$ cat src/rtl/seq_restoring_divider.sv
// Multi-cycle unsigned restoring divider with a start/done handshake.
// One quotient bit is resolved per clock; a zero divisor completes at once
// with an all-ones quotient and the dividend as remainder.
module seq_restoring_divider #(
    parameter int WIDTH = 4
) (
    input  logic             clk,
    input  logic             rst_n,
    input  logic             start,
    input  logic [WIDTH-1:0] dividend,
    input  logic [WIDTH-1:0] divisor,
    output logic             busy,
    output logic             done,
    output logic [WIDTH-1:0] quotient,
    output logic [WIDTH-1:0] remainder,
    output logic             div_by_zero
);

    localparam int CW = $clog2(WIDTH + 1);

    typedef enum logic [1:0] {
        IDLE,
        CALC,
        DONE
    } state_t;

    state_t state, next_state;

    logic [CW-1:0]    step_cnt;
    // Partial remainder is kept in WIDTH bits: it is always below the
    // divisor, so the (WIDTH+1)-bit form only exists transiently as r_shift.
    logic [WIDTH-1:0] r_reg;
    logic [WIDTH-1:0] q_reg;
    logic [WIDTH-1:0] dvs_reg;

    logic [WIDTH:0]   r_shift;
    logic [WIDTH:0]   trial;
    logic             borrow;
    logic [WIDTH-1:0] r_next;
    logic [WIDTH-1:0] q_next;
    logic             accept;
    logic             last_iter;

    // Handshake decode and one shift/trial-subtract iteration.
    always_comb begin
        accept    = start && (state != CALC);
        last_iter = (state == CALC) && (step_cnt == CW'(WIDTH - 1));
        r_shift   = {r_reg, q_reg[WIDTH-1]};
        trial     = r_shift + ~{1'b0, dvs_reg} + {{WIDTH{1'b0}}, 1'b1};
        borrow    = trial[WIDTH];
        r_next    = borrow ? r_shift[WIDTH-1:0] : trial[WIDTH-1:0];
        q_next    = {q_reg[WIDTH-2:0], ~borrow};
    end

    // State register.
    always_ff @(posedge clk or negedge rst_n) begin
        if (!rst_n) begin
            state <= IDLE;
        end else begin
            state <= next_state;
        end
    end

    // Next-state logic and status outputs.
    always_comb begin
        next_state = state;
        busy       = 1'b0;
        done       = 1'b0;
        case (state)
            IDLE, DONE: begin
                done = (state == DONE);
                if (start) begin
                    next_state = (divisor == '0) ? DONE : CALC;
                end else begin
                    next_state = IDLE;
                end
            end
            CALC: begin
                busy = 1'b1;
                if (last_iter) begin
                    next_state = DONE;
                end
            end
            default: next_state = IDLE;
        endcase
    end

    // Operand capture, iteration datapath and result registers.
    always_ff @(posedge clk or negedge rst_n) begin
        if (!rst_n) begin
            step_cnt    <= '0;
            r_reg       <= '0;
            q_reg       <= '0;
            dvs_reg     <= '0;
            quotient    <= '0;
            remainder   <= '0;
            div_by_zero <= 1'b0;
        end else if (accept) begin
            if (divisor == '0) begin
                quotient    <= '1;
                remainder   <= dividend;
                div_by_zero <= 1'b1;
            end else begin
                step_cnt <= '0;
                r_reg    <= '0;
                q_reg    <= dividend;
                dvs_reg  <= divisor;
            end
        end else if (state == CALC) begin
            r_reg    <= r_next;
            q_reg    <= q_next;
            step_cnt <= step_cnt + CW'(1);
            if (last_iter) begin
                quotient    <= q_next;
                remainder   <= r_next;
                div_by_zero <= 1'b0;
            end
        end
    end

endmodule

$ cat config.mk
export PLATFORM = sky130hd
export DESIGN_NAME = seq_restoring_divider
export DESIGN_NICKNAME = d
export VERILOG_FILES = /design/src/rtl/seq_restoring_divider.sv
export SDC_FILE = /design/constraint.sdc
export NUM_CORES = 1
export LEC_CHECK = 0
export CORE_UTILIZATION = 40
export CTS_CLUSTER_SIZE = 10
export DETAILED_ROUTE_END_ITERATION = 8
export SYNTH_ARGS = -nofsm -noshare
export SYNTH_HDL_FRONTEND = slang
export SYNTH_SLANG_ARGS = --single-unit
export TNS_END_PERCENT = 30
$ cat constraint.sdc
create_clock -name clk -period 2.1 [get_ports clk]
set_clock_uncertainty 0.05 [all_clocks]
set_input_delay 0.21 -clock clk [delete_from_list [all_inputs] [get_ports clk]]
set_output_delay 0.21 -clock clk [all_outputs]
set_load 0.01 [all_outputs]
==> summary.md <==
| Metric | Value |
|---|---|
| Max Root-Sink Buffers | 2 |
| Sequential-to-total area share from yosys stat | a little under half |
| Antenna violations before repair | 0 |
| RSZ-0062 raised after global routing | true |
| Status | finished, violations left |
| WL final | between 3000 and 4000 µm |
| Yosys top cell area share | between 40% and 50% |
| Largest cells by area after synthesis | dfrtp_1 46%, ha_1 5.3%, a22o_1 4.3%, mux2i_1 4.2%, nand2_1 3.7% |
| Die X | around 62 µm |
| Sequential power share | 27.5% |
| Crit path kind | flip-flop to flip-flop |
| Final instance area | 1840 µm² |
| Post-route DRC violation count | 0 |
| Maximum clock rate | 456 MHz |
| Port Buffers | 21 |
| Startpoint types | flip-flop |
| Placeable core area | approximately 3400 µm² |
| Pin count of the biggest net entering global routing | 27 |
| FFs w/ async S/R, synth | 100% |
| Leading area contributor after synthesis | dfrtp_1 |
| Leakage | just under 0.8 nW |
| Most common cell in the synthesized netlist | dfrtp_1 |
| Vias/cell | between 5 and 6 |
| Inst Count DP | 206 |
| DR vias | 1078 |
| Failing checks | negative setup slack |
| Worst VDD drop | ~740 µV |
| Cell area after synthesis | about 1400 µm² |
| Crit. End Element | flip-flop |
| Worst-path fanout max | 5 |
| Setup ws final | -0.0945 ns |
| I/O pin count | 22 |
| Worst-skew pair later-pin latency | approximately 0.32 ns |
| PD cells | roughly 1800 nW/µm² |
| Share of layout cells above drive strength 1 | 21.6% |
| Initial Util | between 40% and 50% |
| Max-cap viol count | 0 |
| Placer Congestion | between 0.7 and 0.8 |
| Clock slew at reported path FFs | 0.14 ns |
| NumNets Final | roughly 190 |
| Most used DFF post-synth | dfrtp_1 |
| First-pass GRT wire length | between 4000 and 5000 µm |
| Cell variety after synth | 35 |
| Final Cycle Share | 105% |
| Finished Core Util | between 50% and 60% |
| Clock sinks | 26 |
| Switch Pwr | ~1.3 mW |
| CP arrival | between 2 and 2.5 ns |
| Routed Antenna Nets | 0 |
| Cts bufs inserted | 3 |
| Final Hold Viols | 0 |
| Int Power | around 2.0 mW |
| Final instance count without filler cells | 213 |
| H-tree levels | 1 |
| DP HPWL | around 2300 µm |
| DR iter-0 viols | 17 |
| # setup viols final | 7 |
| DRT Pass-1 Iters | 5 |
| Comb power frac | 65.0% |
| Fin crit period | roughly 2.2 ns |
| Clock Power Share | under 10% |
| Die ar. | around 3800 µm² |
| DIE HEIGHT | about 62 µm |
| Post-synth EDFFs | 0 |
| CTS tree | yes |
| Sw frac | roughly two fifths |
| Slew HR | a little over two thirds |
| Worst slew pin tran | around 0.45 ns |
| Synth Net Count | about 150 |
| Synthesized instance count | ~130 |
| Congestion Overflow GR | 0 |
| Number of inserted diodes | 0 |
| DR WL/cell | roughly 14 µm |
| Row count | 21 |
| GRT Total Usage | around 18% |
| Slew Limit Fails | 0 |
| Synthesized flop and latch total | 26 |
| Critical Path RT | between 2 and 2.5 ns |
| Post-synth top cells | 26 x dfrtp_1, 14 x nand2_1, 11 x nor2_1, 7 x a22o_1, 7 x o21ai_0 |
| CTS root buffer | clkbuf_4 |
| Ys Warns | 0 |
| # fillers | ~340 |
| Placed Area | ~1800 µm² |
| Vias in the first global route | roughly 1100 |
| Synth Area per Inst | around 11 µm² |
| Worst hold path class | input pin to asynchronous set/reset pin |
| Hold-fix buffers, CTS | 0 |
| Syn-to-layout area delta | 28.7% |
==> per-layer routing <==
metal	vias to the layer above	GRT usage [%]	wire, µm
met5	-	0	0
met2	17	30.0	1500
met3	2	2.69	68
met4	0	6.98	14
met1	523	24.2	1430
li1	536	-	-
==> kinds of logic (layout without fill, tap and decap cells) <==
group,Yosys count,in the layout,share of synthesized area (%)
mux,6,6,4.21
compound gates,36,36,20.8
xor+xnor,3,3,3.16
simple gates,41,41,14.0
buf+inv,14,48,5.53
fa+ha+maj,7,7,6.67
flops,26,26,45.6
==> cell usage in the layout, fill, tap and decap left out, types with 2 or more instances in the layout <==
master / instances
nor2_1: 11
and3_1: 2
inv_1: 5
nand2b_1: 2
dfrtp_1: 26
a21oi_4: 2
ha_1: 5
nand2_1: 14
buf_4: 15
clkdlybuf4s50_1: 21
nor3_1: 2
a41oi_2: 2
nor4b_1: 2
o22a_1: 4
o21ai_0: 5
clkbuf_4: 3
mux2i_1: 3
a21oi_1: 3
nor4_1: 2
o21ai_1: 8
mux2i_2: 3
a22o_1: 7
and2_1: 2
inv_2: 2
==> critical path, stage by stage (launching register included) <==
cell      delay, ns
dfrtp_1        0.43
ha_4           0.17
fa_2           0.36
nand2b_4       0.15
a21oi_4        0.21
xor2_4         0.28
buf_6          0.14
mux2i_2        0.20
a22o_1         0.14
==> path summary, 6_finish.rpt <==
check,start,to,slack [ns],depth (start not counted)
min,rst_n,remainder[1],0.19,2
min reg2reg,step_cnt[2],step_cnt[2],0.45,2
max in group asynchronous,rst_n,state[1],1.56,2
max,dvs_reg[0],r_reg[1],-0.09,8
max reg2reg,dvs_reg[0],r_reg[1],-0.09,8
min in group clk,dividend[0],remainder[0],0.45,3
==> metrics by stage <==
step	hold slack (ns)	power [mW]	TNS, ns	worst slack [ns]
CTS	0.193	3.27	-0.785	-0.139
global placement	0.418	2.81	-0.580	-0.133
global route	0.213	3.60	-1.50	-0.232
floorplan	-0.136	2.19	-0.0290	-0.0257
detailed placement	0.426	2.87	-0.970	-0.178
finish	0.190	3.31	-0.528	-0.0945
==> cell type report <==
cell class              count  area (µm²)  share of cell area (%)
well taps                  46        57.6                    3.14
inverters                   7        26.3                    1.43
clock buffers               4        36.3                    1.98
repair buffers             37         334                    18.2
multi-input cells          93         731                    39.8
flip-flops and latches     26         651                    35.4
==> what timing repair did <==
item	CTS	global route
pin swaps	3	2
resized for setup	4	2
endpoints found under the setup margin	7	10
buffers inserted	2	1
==> power groups by stage <==
stage          sequential [mW]  combinational, mW  clock [mW]
5_1_grt                  0.947               2.37       0.284
2_1_floorplan            0.909               1.28           0
3_5_place_dp             0.917               1.95           0
4_1_cts                  0.907               2.10       0.261
3_3_place_gp             0.911               1.90           0
6_report                 0.909               2.15       0.249
(Power assumes the default switching activity.)
